--- src/rtl/binary_to_gray_pkg.sv ---
// Shared constants and conversion helpers for the binary/Gray converter.
// Helpers operate on 32-bit zero-extended values, so narrower callers truncate the result.
package binary_to_gray_pkg;

    localparam int DEFAULT_WIDTH = 4;
    localparam int MAX_WIDTH     = 32;

    function automatic logic [MAX_WIDTH-1:0] bin2gray(input logic [MAX_WIDTH-1:0] bin);
        return bin ^ (bin >> 1);
    endfunction

    // Prefix XOR from the MSB down; zero upper bits leave narrow values intact.
    function automatic logic [MAX_WIDTH-1:0] gray2bin(input logic [MAX_WIDTH-1:0] gray);
        logic [MAX_WIDTH-1:0] bin;
        bin[MAX_WIDTH-1] = gray[MAX_WIDTH-1];
        for (int k = MAX_WIDTH-2; k >= 0; k--) begin
            bin[k] = bin[k+1] ^ gray[k];
        end
        return bin;
    endfunction

endpackage

--- src/rtl/binary_to_gray_gray_to_binary.sv ---
// Combinational Gray-to-binary decoder used by the optional output self-check.
module gray_to_binary
    import binary_to_gray_pkg::*;
#(
    parameter int WIDTH = DEFAULT_WIDTH
) (
    input  logic [WIDTH-1:0] i_gray,
    output logic [WIDTH-1:0] o_binary
);

    logic [MAX_WIDTH-1:0] w_gray_ext;
    logic [MAX_WIDTH-1:0] w_binary_ext;

    assign w_gray_ext   = MAX_WIDTH'(i_gray);
    assign w_binary_ext = gray2bin(w_gray_ext);
    assign o_binary     = w_binary_ext[WIDTH-1:0];

endmodule

--- src/rtl/binary_to_gray.sv ---
// Registered binary-to-Gray converter, one cycle latency, async active-high reset.
// Define BINARY_TO_GRAY_SELFCHECK_EN to add o_mismatch, a decode-and-compare check of o_gray.
module binary_to_gray
    import binary_to_gray_pkg::*;
#(
    parameter int WIDTH = DEFAULT_WIDTH
) (
    input  logic             i_clk,
    input  logic             i_rst,
    input  logic [WIDTH-1:0] i_binary,
`ifdef BINARY_TO_GRAY_SELFCHECK_EN
    output logic             o_mismatch,
`endif
    output logic [WIDTH-1:0] o_gray
);

    logic [MAX_WIDTH-1:0] w_gray_ext;
    logic [WIDTH-1:0]     w_gray_next;
    logic [WIDTH-1:0]     r_gray;

    assign w_gray_ext  = bin2gray(MAX_WIDTH'(i_binary));
    assign w_gray_next = w_gray_ext[WIDTH-1:0];

    always_ff @(posedge i_clk or posedge i_rst) begin
        if (i_rst) begin
            r_gray <= '0;
        end else begin
            r_gray <= w_gray_next;
        end
    end

    assign o_gray = r_gray;

`ifdef BINARY_TO_GRAY_SELFCHECK_EN
    logic [WIDTH-1:0] r_bin_hold;
    logic [WIDTH-1:0] w_decoded;
    logic             r_mismatch;

    gray_to_binary #(
        .WIDTH (WIDTH)
    ) u_gray_to_binary (
        .i_gray   (r_gray),
        .o_binary (w_decoded)
    );

    // r_bin_hold is captured on the same edge as r_gray so the pair is always coherent.
    always_ff @(posedge i_clk or posedge i_rst) begin
        if (i_rst) begin
            r_bin_hold <= '0;
            r_mismatch <= 1'b0;
        end else begin
            r_bin_hold <= i_binary;
            r_mismatch <= (w_decoded != r_bin_hold);
        end
    end

    assign o_mismatch = r_mismatch;
`endif

endmodule

--- config.mk ---
export PLATFORM = sky130hd
export DESIGN_NAME = binary_to_gray
export DESIGN_NICKNAME = d
export VERILOG_FILES = /design/src/rtl/binary_to_gray_pkg.sv /design/src/rtl/binary_to_gray_gray_to_binary.sv /design/src/rtl/binary_to_gray.sv
export SDC_FILE = /design/constraint.sdc
export NUM_CORES = 1
export LEC_CHECK = 0
export BUFFER_PORTS_ARGS = -buffer_cell sky130_fd_sc_hd__buf_2
export CELL_PAD_IN_SITES_DETAIL_PLACEMENT = 0
export CELL_PAD_IN_SITES_GLOBAL_PLACEMENT = 1
export CORE_AREA = 2 2 39 41
export CTS_CLUSTER_SIZE = 25
export DETAILED_ROUTE_END_ITERATION = 8
export DIE_AREA = 0 0 41 43
export GPL_TIMING_DRIVEN = 0
export PLACE_DENSITY = 0.35
export SYNTH_ARGS = -nofsm -noshare
export SYNTH_HDL_FRONTEND = slang
export SYNTH_SLANG_ARGS = --single-unit
--- constraint.sdc ---
create_clock -name i_clk -period 0.8 [get_ports i_clk]
set_clock_uncertainty 0.05 [all_clocks]
set_input_delay 0.16 -clock i_clk [delete_from_list [all_inputs] [get_ports i_clk]]
set_output_delay 0.16 -clock i_clk [all_outputs]
set_load 0.02 [all_outputs]
======== Word level (Yosys, flattened, before mapping) ========
Cells that the tools add are included.
cells by class
  bitwise gates (word level) .............. 1
operators by type and width
  cell                        count
  bitwise XOR 4 x 3 -> 4 bit  1
word-level totals
  register bits after elaboration ......... 4
  input bits .............................. 6

======== Depth between registers and ports, before layout ========
  depth in word-level cells ............... 1
  gate-level depth with buffers ........... 1
  depth with buffers taken out ............ 1

======== Least setup slack after synthesis ========
No wires, ideal clock.
  path type ............................... register -> output
  start ................................... register r_gray[0] (netlist: o_gray[0])
  end ..................................... output port o_gray[0]
  arrival time ............................ 416 ps
  data required time ...................... 590 ps
  slack ................................... 174 ps
  cell stages (with the launch flop) ...... 1
  buffers on the path ..................... 0
  cells stage by stage .................... dfrtp_1
RTL lines
  what                    RTL line              RTL
  from (decl)             binary_to_gray.sv:19  logic [WIDTH-1:0] r_gray;
  from (signal assigned)  binary_to_gray.sv:28  r_gray <= w_gray_next;
  to (decl)               binary_to_gray.sv:14  output logic [WIDTH-1:0] o_gray
No word-level cell between the ends.

======== Worst setup path in the final report ========
  start ................................... register r_gray[3] (netlist: o_gray[3])
  end ..................................... output port o_gray[3]
No word-level cell between the ends.

==> flow_summary_export.csv <==
group,metric,value,unit
timing,finalSetupViolations,4,
logic_synthesis,yosys-top-cells-area,"dfrtp_1 77%, xor2_1 20%, inv_1 2.9%",
status,failed_checks,"setup timing",
global_routing,grt_overflow,0,
status,status,"finished, violations left",
logic_synthesis,syn_area,130,um^2
cts,numCtsBuffers,3,
logic_synthesis,synth_top_flop_cell,"dfrtp_1",
global_routing,grt_pass1_wl,379,um
timing,max_slew_margin,90.4,%
timing,clock.fmax,1.07,GHz
critical_path,worstPathRequired,0.59,ns
global_routing,antenna_found_initial,0,
job,max-cap-violations,0,
floorplanning,core.rowCount,14,
logic_synthesis,synth.most_common_cell,"dfrtp_1",
placement,io_buffers,9,
logic_synthesis,async_reset_ff_share,100,%
power_and_ir_drop,vdd_drop_max,0.372,mV
critical_path,crit_buf_inv,1,
layout,area_growth,94.2,%
timing,fin_crit_sh,117,%
cts,path_clk_slew,0.04,ns
logic_synthesis,avgSynthCellArea,16.3,um^2
timing,whs,0.0228,ns
logic_synthesis,synth_cell_types,3,
route,drc_errors,0,
layout,nets,29,
timing,worst_slew_pin_slew,0.144,ns
floorplanning,core,0.00138,mm^2
floorplanning,io_pins,10,
placement,place_inst,33,
logic_synthesis,ys_seq_elements,4,
route,met2WireLength,76,um
critical_path,critPathMaxFanout,1,
timing,report.final.slew_viol_count,0,
route,drtIter0Drc,3,
cts,clock-sinks,4,
critical_path,start_kind,"flop",
cts,cts_tree,"done",
power_and_ir_drop,p_clk_share,42.4,%
power_and_ir_drop,combPwrFrac,17.1,%
logic_synthesis,synth_top_cell_area_share,76.9,%
critical_path,end_kind,"output port",
route,wl_per_cell,7.35,um
floorplanning,dieArea,0.00176,mm^2
power_and_ir_drop,switching_share,22.3,%
global_routing,grt_max_degree,5,
layout,fin_cells,37,
critical_path,arrival,0.73,ns
cts,cts.path.max_buffers,2,
floorplanning,die_w,41,um
critical_path,crit_type,"flop to output port",
critical_path,worstPathCellList,"buf_6",
critical_path,slowest_stage,"dfrtp_1",
layout,largest_reg_flops,4,
route,top_layer,"met4",
power_and_ir_drop,intPower,0.000440,W
timing,grt_setup_unrepaired,"yes",
route,detail_route.first_pass.iterations,2,
route,viasPerCell,2.76,
layout,drive_gt1_share,57.1,%
min_path,min_path_type,"input pin to flop",
power_and_ir_drop,p_per_area,2240,mW/mm^2
critical_path,critical_path.max_stage_delay,0.37,ns
timing,setup_slack,-0.135,ns
logic_synthesis,synth_area_leader_cell,"dfrtp_1",
power_and_ir_drop,power_leakage,0.127,nW
logic_synthesis,yosys-top-cells-count,"4 x dfrtp_1, 3 x xor2_1, 1 x inv_1",
power_and_ir_drop,switching_power,0.000127,W
route,vias,102,
placement,routabilityCongestion,0.550,
logic_synthesis,syn_inst,8,
route,wl_met3,60,um
timing,finalHoldViolCount,0,
global_routing,grt_util_all_layers,4.04,%
route,wl_met1,127,um
logic_synthesis,ys_seq_area_share,76.9,%
power_and_ir_drop,seq_power_share,40.5,%
logic_synthesis,syn_nets,14,
critical_path,cpLargestDelayFamily,"flip-flops",
cts,htreeDepth,1,
timing,min_period,0.935,ns
route,ant_nets,0,
layout,antenna_cells,0,
logic_synthesis,synth_edf_count,0,
floorplanning,start_util,9.40,%
floorplanning,die_y,43,um
global_routing,grt_pass1_vias,94,
logic_synthesis,yosys_warnings,0,
route,routed_wl,272,um
cts,cts-root-buf,"clkbuf_4",
power by group through the flow:
stage	clock, W	sequential [W]	combinational (W)
after floorplan	0	0.000253	0.0000121
after global placement	0	0.000228	0.0000728
after detailed placement	0	0.000228	0.0000734
after CTS	0.000257	0.000230	0.0000979
after global routing	0.000263	0.000231	0.000105
final	0.000240	0.000230	0.0000970
path summary, 6_finish.rpt:
| kind | startpoint | endpoint | slack, ns | cells after the start |
|---|---|---|---|---|
| worst min-delay path | i_binary[3] | o_gray[3]$_DFF_PP0_ | 0.02 | 1 |
| min in group asynchronous | i_rst | o_gray[1]$_DFF_PP0_ | 0.32 | 3 |
| worst max-delay path | o_gray[3]$_DFF_PP0_ | o_gray[3] | -0.14 | 1 |
| max in group asynchronous | i_rst | o_gray[2]$_DFF_PP0_ | 0.24 | 3 |
layer usage:
layer	track usage [%]	vias to the layer above
met2	2.50	10
met3	4.71	2
met5	0	-
met1	4.59	39
li1	-	51
met4	6.00	0
cell type report:
class,count,area [um^2]
sequential,4,100
clock buffer,3,22.5
inverter,1,3.75
tap,16,20.0
fill,151,1130
timing repair buffer,10,80.1
multi-input combinational,3,26.3
logic make-up (layout without fill, tap and decap cells):
logic type	count (synthesis)	after routing	share of synthesized area, %
flip-flops	4	4	76.9
XOR/XNOR	3	3	20.2
buffers and inverters	1	14	2.88
repair_timing:
| action | 4_1_cts | 5_1_grt |
|---|---|---|
| endpoints found under the hold margin | 4 | 0 |
| hold buffers | 1 | 0 |
| buffers inserted | 0 | 0 |
| gates resized for setup | 8 | 0 |
| endpoints found under the setup margin | 4 | 4 |
stage by stage:
| step | setup slack (ns) | TNS (ns) | util [%] | total power, W | area (um^2) |
|---|---|---|---|---|---|
| floorplan | 0.174 | 0 | - | 0.000265 | 130 |
| global placement | 0.0981 | 0 | 14.1 | 0.000300 | 195 |
| detailed placement | 0.0968 | 0 | 14.1 | 0.000301 | 195 |
| CTS | -0.148 | -0.577 | 18.3 | 0.000585 | 253 |
| global route | -0.156 | -0.613 | 18.3 | 0.000599 | 253 |
| finish | -0.135 | -0.525 | 18.3 | 0.000567 | 253 |
cells in the final DEF, fill, tap and decap left out, drive strengths merged:
cell type	synthesis	routed
inv	1	1
dlygate4sd3	0	1
xor2	3	3
clkbuf	0	3
dfrtp	4	4
buf	0	9
No activity file was read; power rests on OpenSTA's default activity.
